<file path="config.mk">
export PLATFORM = sky130hd
export DESIGN_NAME = vedic_mult_pipe
export DESIGN_NICKNAME = d
export VERILOG_FILES = /design/src/rtl/vedic_pkg.sv /design/src/rtl/vedic_mult_core.sv /design/src/rtl/vedic_mult_pipe.sv
export SDC_FILE = /design/constraint.sdc
export NUM_CORES = 1
export LEC_CHECK = 0
export CAP_MARGIN = 20
export CORE_MARGIN = 2
export CORE_UTILIZATION = 50
export DETAILED_ROUTE_END_ITERATION = 10
export PLACE_DENSITY = 0.65
export SLEW_MARGIN = 30
export SYNTH_ARGS = -nofsm -noshare
export SYNTH_HDL_FRONTEND = slang
export SYNTH_SLANG_ARGS = --single-unit
</file>
<file path="constraint.sdc">
create_clock -name clk -period 4.2 [get_ports clk]
set_input_delay 0.84 -clock clk [delete_from_list [all_inputs] [get_ports clk]]
set_output_delay 0.84 -clock clk [all_outputs]
set_load 0.02 [all_outputs]
</file>
<file path="src/rtl/vedic_pkg.sv">
// -----------------------------------------------------------------------------
// vedic_pkg
// Shared definitions for the Vedic (Urdhva-Tiryagbhyam) multiplier family.
//   VEDIC_BASE_W : default leaf width where the recursive decomposition stops.
//   prod_w(w)    : width of the product of two w-bit unsigned operands.
//   vedic_2x2()  : the 2x2 Vedic cell used at the bottom of the recursion.
// -----------------------------------------------------------------------------
package vedic_pkg;

    localparam int unsigned VEDIC_BASE_W = 2;

    function automatic int unsigned prod_w(input int unsigned w);
        return 2 * w;
    endfunction

    // Vertical a0*b0, crosswise a1*b0 + a0*b1, vertical a1*b1. The crosswise
    // carry folds into the upper vertical term; the last carry is bit 3.
    function automatic logic [3:0] vedic_2x2(input logic [1:0] a, input logic [1:0] b);
        logic v0;
        logic x0;
        logic x1;
        logic v1;
        logic cross_c;
        v0      = a[0] & b[0];
        x0      = a[1] & b[0];
        x1      = a[0] & b[1];
        v1      = a[1] & b[1];
        cross_c = x0 & x1;
        return {v1 & cross_c, v1 ^ cross_c, x0 ^ x1, v0};
    endfunction

endpackage

</file>
<file path="src/rtl/vedic_mult_core.sv">
// -----------------------------------------------------------------------------
// vedic_mult_core
// Purely combinational unsigned W x W multiplier built by recursive
// Urdhva-Tiryagbhyam decomposition: four W/2 x W/2 cores and a recombination
// adder, bottoming out at the 2x2 Vedic cell.
// Ports:
//   a, b : W-bit unsigned operands
//   p    : 2*W-bit unsigned product
// -----------------------------------------------------------------------------
module vedic_mult_core
    import vedic_pkg::*;
#(
    parameter int unsigned W      = 4,
    parameter int unsigned BASE_W = VEDIC_BASE_W
) (
    input  logic [W-1:0]         a,
    input  logic [W-1:0]         b,
    output logic [prod_w(W)-1:0] p
);

    localparam int unsigned PW = prod_w(W);

    if (W <= BASE_W) begin : g_leaf
        if (W == 2) begin : g_cell
            assign p = vedic_2x2(a, b);
        end else begin : g_plain
            // Only reached if a caller picks a leaf width other than 2.
            assign p = PW'(a) * PW'(b);
        end
    end else begin : g_split
        localparam int unsigned H = W / 2;

        logic [W-1:0] ll;
        logic [W-1:0] lh;
        logic [W-1:0] hl;
        logic [W-1:0] hh;
        logic [W:0]   mid;

        vedic_mult_core #(.W(H), .BASE_W(BASE_W)) u_ll (
            .a (a[H-1:0]),
            .b (b[H-1:0]),
            .p (ll)
        );
        vedic_mult_core #(.W(H), .BASE_W(BASE_W)) u_lh (
            .a (a[H-1:0]),
            .b (b[W-1:H]),
            .p (lh)
        );
        vedic_mult_core #(.W(H), .BASE_W(BASE_W)) u_hl (
            .a (a[W-1:H]),
            .b (b[H-1:0]),
            .p (hl)
        );
        vedic_mult_core #(.W(H), .BASE_W(BASE_W)) u_hh (
            .a (a[W-1:H]),
            .b (b[W-1:H]),
            .p (hh)
        );

        // Crosswise terms share the same weight; keep their carry.
        assign mid = {1'b0, lh} + {1'b0, hl};
        assign p   = {hh, ll} + ({{(W - 1){1'b0}}, mid} << H);
    end

endmodule

</file>
<file path="src/rtl/vedic_mult_pipe.sv">
// -----------------------------------------------------------------------------
// vedic_mult_pipe
// Three-stage pipelined WIDTH x WIDTH Vedic multiplier with per-transaction
// unsigned / two's-complement mode and valid/ready handshakes on both sides.
//   S0: operand magnitudes and result sign
//   S1: four half-width partial products (vedic_mult_core)
//   S2: recombination, sign application, registered product
// Ports:
//   clk, rst_n            : clock (rising edge), async active-low reset
//   in_valid / in_ready   : operand handshake
//   a, b                  : WIDTH-bit operands
//   signed_mode           : 1 = operands are two's complement
//   out_valid / out_ready : product handshake
//   p                     : 2*WIDTH-bit product
// -----------------------------------------------------------------------------
module vedic_mult_pipe
    import vedic_pkg::*;
#(
    parameter int unsigned WIDTH  = 8,
    parameter int unsigned BASE_W = VEDIC_BASE_W
) (
    input  logic                     clk,
    input  logic                     rst_n,
    input  logic                     in_valid,
    output logic                     in_ready,
    input  logic [WIDTH-1:0]         a,
    input  logic [WIDTH-1:0]         b,
    input  logic                     signed_mode,
    output logic                     out_valid,
    input  logic                     out_ready,
    output logic [prod_w(WIDTH)-1:0] p
);

    localparam int unsigned HALF = WIDTH / 2;
    localparam int unsigned PW   = prod_w(WIDTH);

    // Held low through reset so in_ready only rises on the first edge after it.
    logic alive_q;

    logic             s0_valid_q;
    logic [WIDTH-1:0] s0_ma_q;
    logic [WIDTH-1:0] s0_mb_q;
    logic             s0_neg_q;

    logic             s1_valid_q;
    logic [WIDTH-1:0] s1_ll_q;
    logic [WIDTH-1:0] s1_lh_q;
    logic [WIDTH-1:0] s1_hl_q;
    logic [WIDTH-1:0] s1_hh_q;
    logic             s1_neg_q;

    logic             out_valid_q;
    logic [PW-1:0]    p_q;

    logic             s2_ready;
    logic             s1_ready;
    logic             s0_ready;
    logic             accept;

    logic [WIDTH-1:0] a_mag;
    logic [WIDTH-1:0] b_mag;
    logic             neg_in;

    logic [WIDTH-1:0] ll;
    logic [WIDTH-1:0] lh;
    logic [WIDTH-1:0] hl;
    logic [WIDTH-1:0] hh;

    logic [WIDTH:0]   mid;
    logic [PW-1:0]    sum;
    logic [PW-1:0]    p_d;

    // A stage can load when it is empty or its contents move on this cycle.
    assign s2_ready = !out_valid_q || out_ready;
    assign s1_ready = !s1_valid_q || s2_ready;
    assign s0_ready = !s0_valid_q || s1_ready;
    assign in_ready = alive_q && s0_ready;
    assign accept   = in_valid && in_ready;

    assign out_valid = out_valid_q;
    assign p         = p_q;

    // S0 input side: magnitudes fit in WIDTH bits unsigned, including
    // -2^(WIDTH-1) whose magnitude is exactly 2^(WIDTH-1).
    always_comb begin
        a_mag  = a;
        b_mag  = b;
        neg_in = 1'b0;
        if (signed_mode) begin
            if (a[WIDTH-1]) a_mag = -a;
            if (b[WIDTH-1]) b_mag = -b;
            neg_in = a[WIDTH-1] ^ b[WIDTH-1];
        end
    end

    vedic_mult_core #(.W(HALF), .BASE_W(BASE_W)) u_core_ll (
        .a (s0_ma_q[HALF-1:0]),
        .b (s0_mb_q[HALF-1:0]),
        .p (ll)
    );
    vedic_mult_core #(.W(HALF), .BASE_W(BASE_W)) u_core_lh (
        .a (s0_ma_q[HALF-1:0]),
        .b (s0_mb_q[WIDTH-1:HALF]),
        .p (lh)
    );
    vedic_mult_core #(.W(HALF), .BASE_W(BASE_W)) u_core_hl (
        .a (s0_ma_q[WIDTH-1:HALF]),
        .b (s0_mb_q[HALF-1:0]),
        .p (hl)
    );
    vedic_mult_core #(.W(HALF), .BASE_W(BASE_W)) u_core_hh (
        .a (s0_ma_q[WIDTH-1:HALF]),
        .b (s0_mb_q[WIDTH-1:HALF]),
        .p (hh)
    );

    // S2 recombination; negating a zero magnitude yields zero, never -0.
    always_comb begin
        mid = {1'b0, s1_lh_q} + {1'b0, s1_hl_q};
        sum = {s1_hh_q, s1_ll_q} + ({{(WIDTH - 1){1'b0}}, mid} << HALF);
        p_d = sum;
        if (s1_neg_q) p_d = -sum;
    end

    always_ff @(posedge clk or negedge rst_n) begin
        if (!rst_n) begin
            alive_q <= 1'b0;
        end else begin
            alive_q <= 1'b1;
        end
    end

    always_ff @(posedge clk or negedge rst_n) begin
        if (!rst_n) begin
            s0_valid_q <= 1'b0;
            s0_ma_q    <= '0;
            s0_mb_q    <= '0;
            s0_neg_q   <= 1'b0;
        end else if (s0_ready) begin
            s0_valid_q <= accept;
            if (accept) begin
                s0_ma_q  <= a_mag;
                s0_mb_q  <= b_mag;
                s0_neg_q <= neg_in;
            end
        end
    end

    always_ff @(posedge clk or negedge rst_n) begin
        if (!rst_n) begin
            s1_valid_q <= 1'b0;
            s1_ll_q    <= '0;
            s1_lh_q    <= '0;
            s1_hl_q    <= '0;
            s1_hh_q    <= '0;
            s1_neg_q   <= 1'b0;
        end else if (s1_ready) begin
            s1_valid_q <= s0_valid_q;
            if (s0_valid_q) begin
                s1_ll_q  <= ll;
                s1_lh_q  <= lh;
                s1_hl_q  <= hl;
                s1_hh_q  <= hh;
                s1_neg_q <= s0_neg_q;
            end
        end
    end

    always_ff @(posedge clk or negedge rst_n) begin
        if (!rst_n) begin
            out_valid_q <= 1'b0;
            p_q         <= '0;
        end else if (s2_ready) begin
            out_valid_q <= s1_valid_q;
            if (s1_valid_q) begin
                p_q <= p_d;
            end
        end
    end

endmodule

</file>
[After elaboration in Yosys (flattened, before gate mapping)]
Index checks and enable logic that the tools add are counted.
Operators by class
  add/sub/neg operators: 13
  muxes and demuxes: 6
  reduce and logical (&&, ||, !) cells: 11
  bitwise logic cells: 129
Operators by type and width (number)
  $and A1 B1 Y1: 96
  $xor A1 B1 Y1: 33
  $add A8 B7 Y8: 4
  $mux W8: 4
  $add A4 B4 Y5: 4
  $add A16 B13 Y16: 1
  $mux W16: 1
  $neg A16 Y16: 1
  $neg A8 Y8: 2
  $add A8 B8 Y9: 1
  $reduce_and A2 Y1: 3
  $logic_not A1 Y1: 3
  $logic_or A1 B1 Y1: 3
  $logic_and A1 B1 Y1: 2
  $mux W1: 1
Word-level totals
  input bits: 21
  register bits: 70
  word-level logic and storage cells: 172

[Longest topological paths before layout]
  depth after elaboration: 7
  gate-level depth with buffers: 19
  depth with buffers taken out: 18

[Modules after synthesis]
A second synthesis with hierarchy kept.
Second synthesis, totals
  cell total of the unflattened synthesis: 640
  area, all modules: 6132.1 sq um
By module, submodules not included
  vedic_mult_pipe: area each 4085.2 sq um, times used 1, cells each 408
  vedic_mult_core (u_core_hh ...): area each 311.5 sq um, times used 4, cells each 34
  vedic_mult_core (u_core_hh.g_split.u_hh ...): area each 50.0 sq um, times used 16, cells each 6

[Least setup slack after synthesis]
Ideal clock, no wire load.
  kind: register to register
  start point: register s1_lh_q[0]
  end point: register p_q[15], in the netlist p[15]
  path slack: 0.548 ns
  stages on the path, launching flop included: 19
  clock period less this slack: 3.652 ns
  arrival time: 3.525 ns
  required time: 4.073 ns
  cell sequence: dfrtp_1 ha_1 inv_1 fa_1 nor2b_1 o21ai_0 a21boi_0 o21a_1 o21ai_0 nand2b_1 a21o_1 ha_1 clkbuf_1 nand4_1 or2_2 o221ai_1 nor4b_1 a211o_1 nand3_1
On the way
  word-level cells in the longest chain between the ends: 4
RTL lines
  start: declaration: line vedic_mult_pipe.sv:47  | logic [WIDTH-1:0] s1_lh_q;
  start signal: assignment: line vedic_mult_pipe.sv:161  | s1_lh_q <= lh;
  $add A8 B8 Y9 *: line vedic_mult_pipe.sv:119  | mid = {1'b0, s1_lh_q} + {1'b0, s1_hl_q};
  $add A16 B13 Y16 *: line vedic_mult_pipe.sv:120  | sum = {s1_hh_q, s1_ll_q} + ({{(WIDTH - 1){1'b0}}, mid} << HALF);
  $neg A16 Y16: line vedic_mult_pipe.sv:122  | if (s1_neg_q) p_d = -sum;
  $mux W16 *: line vedic_mult_pipe.sv:122
  end signal: assignment: line vedic_mult_pipe.sv:176  | p_q <= p_d;
  end: declaration: line vedic_mult_pipe.sv:53  | logic [PW-1:0] p_q;
Mark *: on every way between the ends. The rest lies on a longest branch, timed or not.
A chain may end at the register's enable or synchronous reset.

[Worst setup path after layout]
  start point: register s1_lh_q[0]
  end point: register p_q[14], in the netlist p[14]
Same word-level chain as after synthesis.

==> impl_results.md <==
- Final Skew: 0.005202 ns
- Period utilisation layout: 88.38%
- Sequential Power Share: 29.0%
- Synthesized-area fraction occupied by adder cells: 22.81%
- Xor and xnor area share after synthesis: 8.283%
- Worst flop-to-flop path endpoint: p[14]
- Post-synth EDFFs: 0
- Largest net degree at the start of global routing: 54
- Peak supply drop: 0.3954 mV
- Setup ws final: 0.4879 ns
- Post-CTS setup buffers: 0
- CTS root buf: clkbuf_16
- Worst Hold Class: in2async
- WL per Instance: 13.98 um
- Syn_area_per_cell: 9.202 um2
- Vias in the first global route: 4,390
- Clock Path Buffers: 2
- Max_cap viols: 0
- Dpl hpwl: 8871 um
- Effective utilization at floorplan: 51.15%
- Setup CP Type: reg2reg
- Post-DRT Antenna Nets: 0
- Clock buffers created by TritonCTS: 9
- Setup Viol. Count Final: 0
- Measured slew at the worst slew-check pin: 0.8012 ns
- Yosys reg bits: 70
- Total Power: 3.550 mW
- CP Capture Type: flip-flop
- NumNets Final: 791
- Synth unique cells: 52
- Placed cells: 802
- Layout Cells excl Fill: 818
- Rows: 39
- Top achievable clock speed: 0.2694 GHz
- Asr flop ratio synth: 100.0%
- Share of cells above drive strength 1: 5.778%
- I/O pins: 39
- Seq/Total Area, Yosys: 30.12%
- P_sw: 1.413 mW
- Core box area: 11,370 um2
- # port buffers: 38
- Initial antenna violation count: 0
- Routed WL: 11,430 um
- Critical path's largest stage delay: 0.40 ns
- Worst-Skew Late Latency: 0.33 ns
- Die W: 111.8 um
- Min Tclk post-route: 3.712 ns
- Area Overhead vs Synth: 14.26%
- Largest family of logic cells by synthesized area: adder cells
- DRC: 0
- TritonCTS clock tree: built
- Switch share: 39.80%
- CP Max Fanout: 4
- Startpoint types: flip-flop
- H-tree depth: 3
- Clock transition at the registers of the reported paths: 0.06 ns
- Synth Area in Simple Gates: 18.57%
- Routed vias: 4,350
- LEAKAGE: 3.385 nW
- Worst endpoint required time: 4.41 ns
- Max-slew headroom: 46.46%
- Post-synthesis cell count: 632
- TritonRoute pass-1 iters: 4
- Minimum setup slack after placement: 0.4222 ns
- Crit path cell chain: ha_1 > inv_1 > fa_1 > nor2b_1 > o21ai_0 > a21boi_1 > o21a_1 > nor2_1 > xnor2_1 > ha_1 > a21oi_1 > o21ai_0 > nand2b_1 > o221ai_1 > nor4b_1 > buf_4 > a211o_1 > nand3_1
- Power Internal: 2.137 mW
- GRT Total Usage: 19.63%
- Synth Cell Area: 5816 um2
- Placer Congestion: 0.8065
- 1st-iter DRT viols: 167
- RSZ-0062 raised after global routing: false
- Syn. warnings: 0
- Fin. max-slew vios: 0
- Final hold violation count: 0
- Comb power frac: 49.2%
- Multiplexer share of the synthesized area: 3.206%
- Syn nets: 753
- First-pass GRT wire length: 20,000 um
- Clock sink total: 70
- Post-CTS Hold Buffers: 0
- RR Startpoint: s1_lh_q[0]
- WP data arrival: 3.92 ns
- Reg2reg setup slack: 0.49 ns
- Via density: 5.318
- PostCTS Resize Cnt: 0
- PD cells: 534.2 nW/um2
- Gr ovfl total: 0
- Die ar.: 12,510 um2
- Most frequently used flop master after synthesis: dfrtp_1
- Synth Area in Compound Gates: 14.76%
- Number of diodes: 0
- Slowest-stage cell, CP: fa_1
- Fillers: 1,042
- R2R depth: 18
- Clock power frac: 21.8%
- Status: completed
- DIE HEIGHT: 111.8 um
- Sum Neg Setup Slack: 0 ns
[cell type report]
type	instances	area (um2)	share of cell area, %
multi-input combinational	528	3939	59.27
sequential	70	1752	26.36
timing repair buffer	41	400.4	6.025
clock buffer	10	229.0	3.446
tap	143	178.9	2.693
inverter	20	75.07	1.130
clock inverter	6	71.32	1.073
[critical path: cells and delay by family (launching register included)]
family                     cells  cell delay [ns]
DFF                            1             0.35
adders and majority gates      3             0.88
xor gates and xnor gates       1             0.18
and+or+nand+nor                5             0.68
buffers and inverters          2             0.23
AOI/OAI and AO/OA              7             1.25
[kinds of logic (layout without fill, tap and decap cells)]
kind of cell | after synthesis | count (layout)
multiplexers | 17 | 17
AO/OA/AOI/OAI | 143 | 143
adder cells (fa/ha/maj) | 100 | 100
buffers and inverters | 34 | 77
AND/OR/NAND/NOR | 212 | 212
other | 1 | 1
flip-flops | 70 | 70
XOR/XNOR | 55 | 55
[worst max path at each step]
stage / to / start / slack [ns] / depth (start not counted)
after floorplan: p[15] / s1_lh_q[0] / 0.55 / 18
after global placement: p[15] / s1_lh_q[0] / 0.53 / 18
after detailed placement: p[14] / s1_hl_q[0] / 0.42 / 18
after CTS: p[14] / s1_hl_q[0] / 0.40 / 18
after global routing: p[14] / s1_lh_q[0] / 0.03 / 18
final: p[14] / s1_lh_q[0] / 0.49 / 18
[placed cells by master (no fill, tap or decap), drive strengths merged, types with 2 or more instances in the layout]
| cell | netlist | layout |
|---|---|---|
| inv | 20 | 21 |
| or2 | 4 | 4 |
| nand2b | 8 | 8 |
| a21oi | 33 | 33 |
| dfrtp | 70 | 70 |
| o31ai | 4 | 4 |
| and2 | 63 | 63 |
| nand4 | 4 | 4 |
| clkbuf | 13 | 10 |
| a21boi | 3 | 3 |
| nand2 | 76 | 76 |
| o21ai | 60 | 60 |
| nor3 | 3 | 3 |
| ha | 90 | 90 |
| clkdlybuf4s50 | 0 | 37 |
| nand4b | 2 | 2 |
| clkinv | 0 | 2 |
| xnor2 | 32 | 32 |
| buf | 1 | 4 |
| o41ai | 2 | 2 |
| nor2 | 28 | 28 |
| nor4b | 2 | 2 |
| mux2 | 13 | 13 |
| a21o | 22 | 22 |
| xor2 | 23 | 23 |
| o21a | 2 | 2 |
| o21bai | 4 | 4 |
| mux2i | 4 | 4 |
| or3 | 3 | 3 |
| clkinvlp | 0 | 2 |
| nor3b | 3 | 3 |
| a211o | 2 | 2 |
| o211ai | 3 | 3 |
| fa | 10 | 10 |
| nand3 | 9 | 9 |
| a22oi | 2 | 2 |
[metal layers]
| metal | global-route usage [%] | up-vias | share of wire (%) |
|---|---|---|---|
| met5 | 0 | - | 0 |
| met4 | 7.984 | 0 | 1.9 |
| met3 | 2.341 | 15 | 2.7 |
| met2 | 34.79 | 64 | 48 |
| met1 | 24.26 | 1991 | 47 |
| li1 | - | 2280 | - |
[synth_stat cells, drive strengths merged, types with 8 or more instances]
| cell | n | area (um2) |
|---|---|---|
| ha | 90 | 1126 |
| nand2 | 76 | 285.3 |
| dfrtp | 70 | 1752 |
| and2 | 63 | 394.1 |
| o21ai | 60 | 300.3 |
| a21oi | 33 | 165.2 |
| xnor2 | 32 | 280.3 |
| nor2 | 28 | 105.1 |
| xor2 | 23 | 201.4 |
| a21o | 22 | 165.2 |
| inv | 20 | 75.07 |
| clkbuf | 13 | 48.80 |
| mux2 | 13 | 146.4 |
| fa | 10 | 200.2 |
| nand3 | 9 | 45.04 |
| nand2b | 8 | 50.05 |
[through the flow]
stage,instance area (um2),util (%),hold WS (ns)
after global placement,6340,55.76,0.4604
after detailed placement,6340,55.76,0.4707
after floorplan,5816,-,0.4460
after CTS,6640,58.40,0.4842
final,6645,58.45,0.4748
after global routing,6645,58.45,0.5066
[sequential cells by signal (all words and copies together), names as in the netlist]
signal	cells
p	16
s0_valid_q	1
s1_ll_q	8
s1_valid_q	1
s1_neg_q	1
s1_hh_q	8
s1_hl_q	8
s0_mb_q	8
s1_lh_q	8
s0_neg_q	1
out_valid	1
s0_ma_q	8
alive_q	1
[power by group through the flow]
stage                     clock network (mW)  logic [mW]  registers [mW]
final                                  0.772        1.75            1.03
after floorplan                            0        1.25            1.06
after global placement                     0        1.70            1.04
after detailed placement                   0        1.74            1.05
after global routing                   0.819        1.99            1.06
after CTS                              0.790        1.76            1.04
(Power assumes the default switching activity.)
